--- src/rtl/abc.sv ---
// BCD adder with SOC/EOC handshakes to two converter-style producers and a
// dav_/rfd handshake to one consumer. Every output is driven from a flop.
//
// state   | meaning
// --------+------------------------------------------------------------
// S_IDLE  | wait for both producers idle (eoc high), then raise soc
// S_START | hold soc until each eoc has been seen low, then drop soc
// S_WAIT  | wait until each eoc has been seen high, capture a and b
// S_CALC  | split a+b into tens/units digits
// S_OUT   | wait for consumer ready, then assert davC_
// S_ACK   | hold davC_ low until consumer drops rfdC
module abc (
   input  logic       clock,
   input  logic       reset_,
   input  logic       eocA,
   input  logic [3:0] a,
   output logic       socA,
   input  logic       eocB,
   input  logic [3:0] b,
   output logic       socB,
   input  logic       rfdC,
   output logic       davC_,
   output logic [3:0] z1,
   output logic [3:0] z0
);

   typedef enum logic [2:0] {
      S_IDLE  = 3'd0,
      S_START = 3'd1,
      S_WAIT  = 3'd2,
      S_CALC  = 3'd3,
      S_OUT   = 3'd4,
      S_ACK   = 3'd5
   } state_t;

   state_t     state;
   logic       seen_a;
   logic       seen_b;
   logic [3:0] a_reg;
   logic [3:0] b_reg;

   logic [4:0] sum;
   logic [3:0] tens;
   logic [3:0] units;
   logic       start_done;
   logic       wait_done;

   // Digit split by range compare; the 5-bit sum never exceeds 30.
   always_comb begin
      sum   = {1'b0, a_reg} + {1'b0, b_reg};
      tens  = 4'd0;
      units = sum[3:0];
      if (sum >= 5'd30) begin
         tens  = 4'd3;
         units = 4'(sum - 5'd30);
      end else if (sum >= 5'd20) begin
         tens  = 4'd2;
         units = 4'(sum - 5'd20);
      end else if (sum >= 5'd10) begin
         tens  = 4'd1;
         units = 4'(sum - 5'd10);
      end
   end

   // Each producer's edge is remembered, so drop/rise order does not matter.
   always_comb begin
      start_done = (seen_a || !eocA) && (seen_b || !eocB);
      wait_done  = (seen_a ||  eocA) && (seen_b ||  eocB);
   end

   always_ff @(posedge clock or negedge reset_) begin
      if (!reset_) begin
         state  <= S_IDLE;
         seen_a <= 1'b0;
         seen_b <= 1'b0;
         a_reg  <= 4'd0;
         b_reg  <= 4'd0;
         socA   <= 1'b0;
         socB   <= 1'b0;
         davC_  <= 1'b1;
         z1     <= 4'd0;
         z0     <= 4'd0;
      end else begin
         case (state)
            S_IDLE: begin
               seen_a <= 1'b0;
               seen_b <= 1'b0;
               if (eocA && eocB) begin
                  socA  <= 1'b1;
                  socB  <= 1'b1;
                  state <= S_START;
               end
            end
            S_START: begin
               if (start_done) begin
                  socA   <= 1'b0;
                  socB   <= 1'b0;
                  seen_a <= 1'b0;
                  seen_b <= 1'b0;
                  state  <= S_WAIT;
               end else begin
                  if (!eocA) seen_a <= 1'b1;
                  if (!eocB) seen_b <= 1'b1;
               end
            end
            S_WAIT: begin
               if (wait_done) begin
                  a_reg  <= a;
                  b_reg  <= b;
                  seen_a <= 1'b0;
                  seen_b <= 1'b0;
                  state  <= S_CALC;
               end else begin
                  if (eocA) seen_a <= 1'b1;
                  if (eocB) seen_b <= 1'b1;
               end
            end
            S_CALC: begin
               z1    <= tens;
               z0    <= units;
               state <= S_OUT;
            end
            S_OUT: begin
               if (rfdC) begin
                  davC_ <= 1'b0;
                  state <= S_ACK;
               end
            end
            S_ACK: begin
               if (!rfdC) begin
                  davC_ <= 1'b1;
                  state <= S_IDLE;
               end
            end
            default: begin
               state <= S_IDLE;
               socA  <= 1'b0;
               socB  <= 1'b0;
               davC_ <= 1'b1;
            end
         endcase
      end
   end

endmodule

--- config.mk ---
export PLATFORM = sky130hd
export DESIGN_NAME = abc
export DESIGN_NICKNAME = d
export VERILOG_FILES = /design/src/rtl/abc.sv
export SDC_FILE = /design/constraint.sdc
export NUM_CORES = 1
export LEC_CHECK = 0
export ABC_AREA = 1
export CAP_MARGIN = 30
export CORE_ASPECT_RATIO = 0.7
export CORE_MARGIN = 10
export CORE_UTILIZATION = 54
export CTS_BUF_LIST = sky130_fd_sc_hd__clkbuf_8
export DETAILED_ROUTE_END_ITERATION = 12
export PLACE_DENSITY_LB_ADDON = 0.1
export REMOVE_ABC_BUFFERS = 1
export SYNTH_ARGS = -nofsm -noshare
export SYNTH_HDL_FRONTEND = slang
export SYNTH_SLANG_ARGS = --single-unit
--- constraint.sdc ---
create_clock -name clock -period 2.8 [get_ports clock]
set_input_delay 0.84 -clock clock [delete_from_list [all_inputs] [get_ports clock]]
set_output_delay 0.84 -clock clock [all_outputs]
set_load 0.01 [all_outputs]
==> implementation parameters <==
Parameter                              Value

Status
  Status    finished clean

Setup path
  Critical path buffers and inverters    1
  Worst path max stage delay    0.43 ns
  Worst Setup Path Type    reg2reg
  CP Capture Type    flip-flop
  Endpoint arrival time on the critical path    2.67 ns
  Critical Path Slowest Stage Cell    sky130_fd_sc_hd__fa_1
  CP Data Required Time    2.95 ns
  Gate family responsible for the most delay along the worst path    adder cells
  Launching element type of the critical path    flip-flop
  Most common cell on crit path    sky130_fd_sc_hd__nand2_1
  Crit Path Max Fanout    8
  Launching instance or port of the critical path    a_reg[0]
  Crit-path cells    ha_1, fa_1, xor2_2, inv_1, ha_1, nand2_1, nand3_1, nand2_2, nand2_2, nand2_1, nand2_1, nand3_1, nand2_1
  Critical R2R Launch    a_reg[0]

Timing
  Final sum of negative setup slack    0 ns
  Setup repair after global routing missed its margin    no
  Min Tclk post-route    2.52 ns
  Max frequency    398 MHz
  Max-slew violation total from the final report    0
  Period utilization    89.8%
  Number of endpoints failing setup at the final stage    0
  Hold violation count in the final report    0
  Clk_skew    0.00114 ns

Route
  Number of DRC markers after the initial detailed-route iteration    64
  Pre-antenna DRT Iters    4
  Post-route DRC    0
  Post-detailed-route count of antenna-violating nets    0
  Routed Wire Length    2840 microns
  Routed wire length per instance    12.7 microns
  Via total after detailed routing    1161
  Ratio of routed vias to standard cells    5.18

Min path
  Startpoint of the tightest hold check path    z0[1]
  HP Class    reg2reg

Clock tree
  Total CTS buffers    3
  Number of buffers added to fix hold violations after cts    0
  Clock-pin slew on the worst setup and hold paths    0.07 ns
  Root Driver    sky130_fd_sc_hd__clkbuf_8
  TritonCTS clock tree    built
  # resized after CTS    0
  Clock Sink Count    21
  Maximum buffer depth of the clock tree    2
  Level count of the clock H-tree    1
  Latest clock arrival within the worst-skew pair    0.26 ns
  Buffer count from post-CTS setup fixing    0

Placement
  Instance count after placement with tap cells included    220
  Instance area after placement    0.00163 sq mm
  Routability congestion estimate    0.833
  Port Buffers    21
  HPWL reported at the end of detailed placement    2360 microns

Final layout
  Antenna fix cells    0
  Fill count    199
  Fraction of layout cells with a size suffix above 1    9.47%
  Count of non-filler cells in the finished layout    224
  Post-route cell area    0.00167 sq mm
  Number of nets in the finished design    215
  Core occupancy in the finished layout    68.0%
  Most common cell after layout, fill and taps aside    sky130_fd_sc_hd__nand2_1
  Commonest cells after routing, fill and taps aside    sky130_fd_sc_hd__nand2_1 (35), sky130_fd_sc_hd__inv_1 (21), sky130_fd_sc_hd__clkdlybuf4s50_1 (21)
  Signed area change from the synthesized netlist to the final layout    20.7%

Floorplan
  Horizontal die dimension    80.5 microns
  Core area    0.00246 sq mm
  Height of the chip    62.4 microns
  I/O pin count    24
  Die footprint    0.00502 sq mm
  Rows    15
  Effective utilization at floorplan    56.3%

Global route
  Wire length of the first global-routing pass    4800 microns
  Global router's overall resource usage    11.6%
  Vias in the first global route    1093
  Total gr overflow    0
  Antenna violations before repair    0
  Pin count of the biggest net entering global routing    22

Synth
  Netlist area before placement    0.00139 sq mm
  Yosys top cell by area    sky130_fd_sc_hd__dfrtp_1
  Fraction of the yosys area taken by sequential cells    38.0%
  Synthesis warning total    0
  Top cells by area in the synthesized netlist    sky130_fd_sc_hd__dfrtp_1 (36%), sky130_fd_sc_hd__nand2_1 (9.5%), sky130_fd_sc_hd__ha_1 (9.0%)
  Cell count after synthesis    166
  Post-synthesis cell type count    28
  Average footprint of a synthesized cell    8.34 sq um
  Yosys top cell area share    36.1%
  Flop and latch count out of synthesis    21

Job
  Max-cap viol count    0
cell usage after synthesis:
library cell and count:
sky130_fd_sc_hd__inv_2 1, sky130_fd_sc_hd__conb_1 1, sky130_fd_sc_hd__xor2_2 1, sky130_fd_sc_hd__o22ai_1 1, sky130_fd_sc_hd__dfrtp_1 20, sky130_fd_sc_hd__nand3_2 3
sky130_fd_sc_hd__o31ai_1 1, sky130_fd_sc_hd__a22o_1 1, sky130_fd_sc_hd__nand4_1 3, sky130_fd_sc_hd__ha_1 10, sky130_fd_sc_hd__inv_1 20, sky130_fd_sc_hd__mux2_1 8
sky130_fd_sc_hd__nand2_4 2, sky130_fd_sc_hd__nor3_2 1, sky130_fd_sc_hd__fa_1 1, sky130_fd_sc_hd__o21ai_1 5, sky130_fd_sc_hd__o21ai_0 4, sky130_fd_sc_hd__nor2_1 10
sky130_fd_sc_hd__a31oi_1 2, sky130_fd_sc_hd__dfstp_2 1, sky130_fd_sc_hd__buf_4 3, sky130_fd_sc_hd__a21oi_1 7, sky130_fd_sc_hd__nand2_1 35, sky130_fd_sc_hd__nand3_1 17
sky130_fd_sc_hd__nor3_1 1, sky130_fd_sc_hd__nand2_2 4, sky130_fd_sc_hd__nor2_2 1, sky130_fd_sc_hd__o211ai_1 2
worst reg2reg max path, stage by stage (launching register included):
cell and delay [ns]:
sky130_fd_sc_hd__dfrtp_1 0.38, sky130_fd_sc_hd__ha_1 0.24, sky130_fd_sc_hd__fa_1 0.43, sky130_fd_sc_hd__xor2_2 0.37, sky130_fd_sc_hd__inv_1 0.14, sky130_fd_sc_hd__ha_1 0.26, sky130_fd_sc_hd__nand2_1 0.10, sky130_fd_sc_hd__nand3_1 0.12
sky130_fd_sc_hd__nand2_2 0.09, sky130_fd_sc_hd__nand2_2 0.06, sky130_fd_sc_hd__nand2_1 0.05, sky130_fd_sc_hd__nand2_1 0.05, sky130_fd_sc_hd__nand3_1 0.07, sky130_fd_sc_hd__nand2_1 0.05
worst paths after layout:
| check | to | slack, ns | cells past startpoint |
|---|---|---|---|
| setup / recovery | z0[1] | 0.28 | 13 |
| hold / removal | z0[1] | 0.49 | 2 |
| setup reg to reg | z0[1] | 0.28 | 13 |
| hold reg to reg | z0[1] | 0.49 | 2 |
| max in group asynchronous | davC_ | 1.61 | 2 |
| min in group asynchronous | z1[0] | 0.92 | 2 |
kinds of logic after synthesis:
family / after synthesis / synth area share, %
flip-flops: 21 / 38.0
multiplexers: 8 / 6.50
XOR/XNOR: 1 / 1.17
adder cells (fa/ha/maj): 11 / 10.5
other: 1 / 0.271
AO/OA/AOI/OAI: 23 / 9.39
AND/OR/NAND/NOR: 77 / 26.8
buffers and inverters: 24 / 7.32
stage by stage:
stage	setup slack (ns)	hold slack (ns)
floorplan	0.571	0.468
global placement	0.466	0.470
detailed placement	0.303	0.474
CTS	0.298	0.493
global route	0.130	0.515
finish	0.284	0.486
layer usage:
| layer | part of all wire [%] | vias up | GRT usage (%) |
|---|---|---|---|
| met5 | 0 | - | 0 |
| met1 | 45 | 517 | 13.8 |
| met3 | 9.1 | 7 | 4.74 |
| met2 | 45 | 41 | 18.4 |
| met4 | 1.5 | 0 | 3.95 |
| li1 | - | 596 | - |
cell type report:
type | count | area [sq um] | share of cell area [%]
Multi-Input combinational cell | 122 | 761 | 45.5
Sequential cell | 21 | 527 | 31.5
Timing Repair Buffer | 22 | 218 | 13.0
Inverter | 21 | 78.8 | 4.72
Tap cell | 34 | 42.5 | 2.54
Clock buffer | 3 | 41.3 | 2.47
Clock inverter | 1 | 3.75 | 0.225
Power is not shown: default switching activity piles up to over one toggle a cycle in this logic, so the estimate is an artifact.
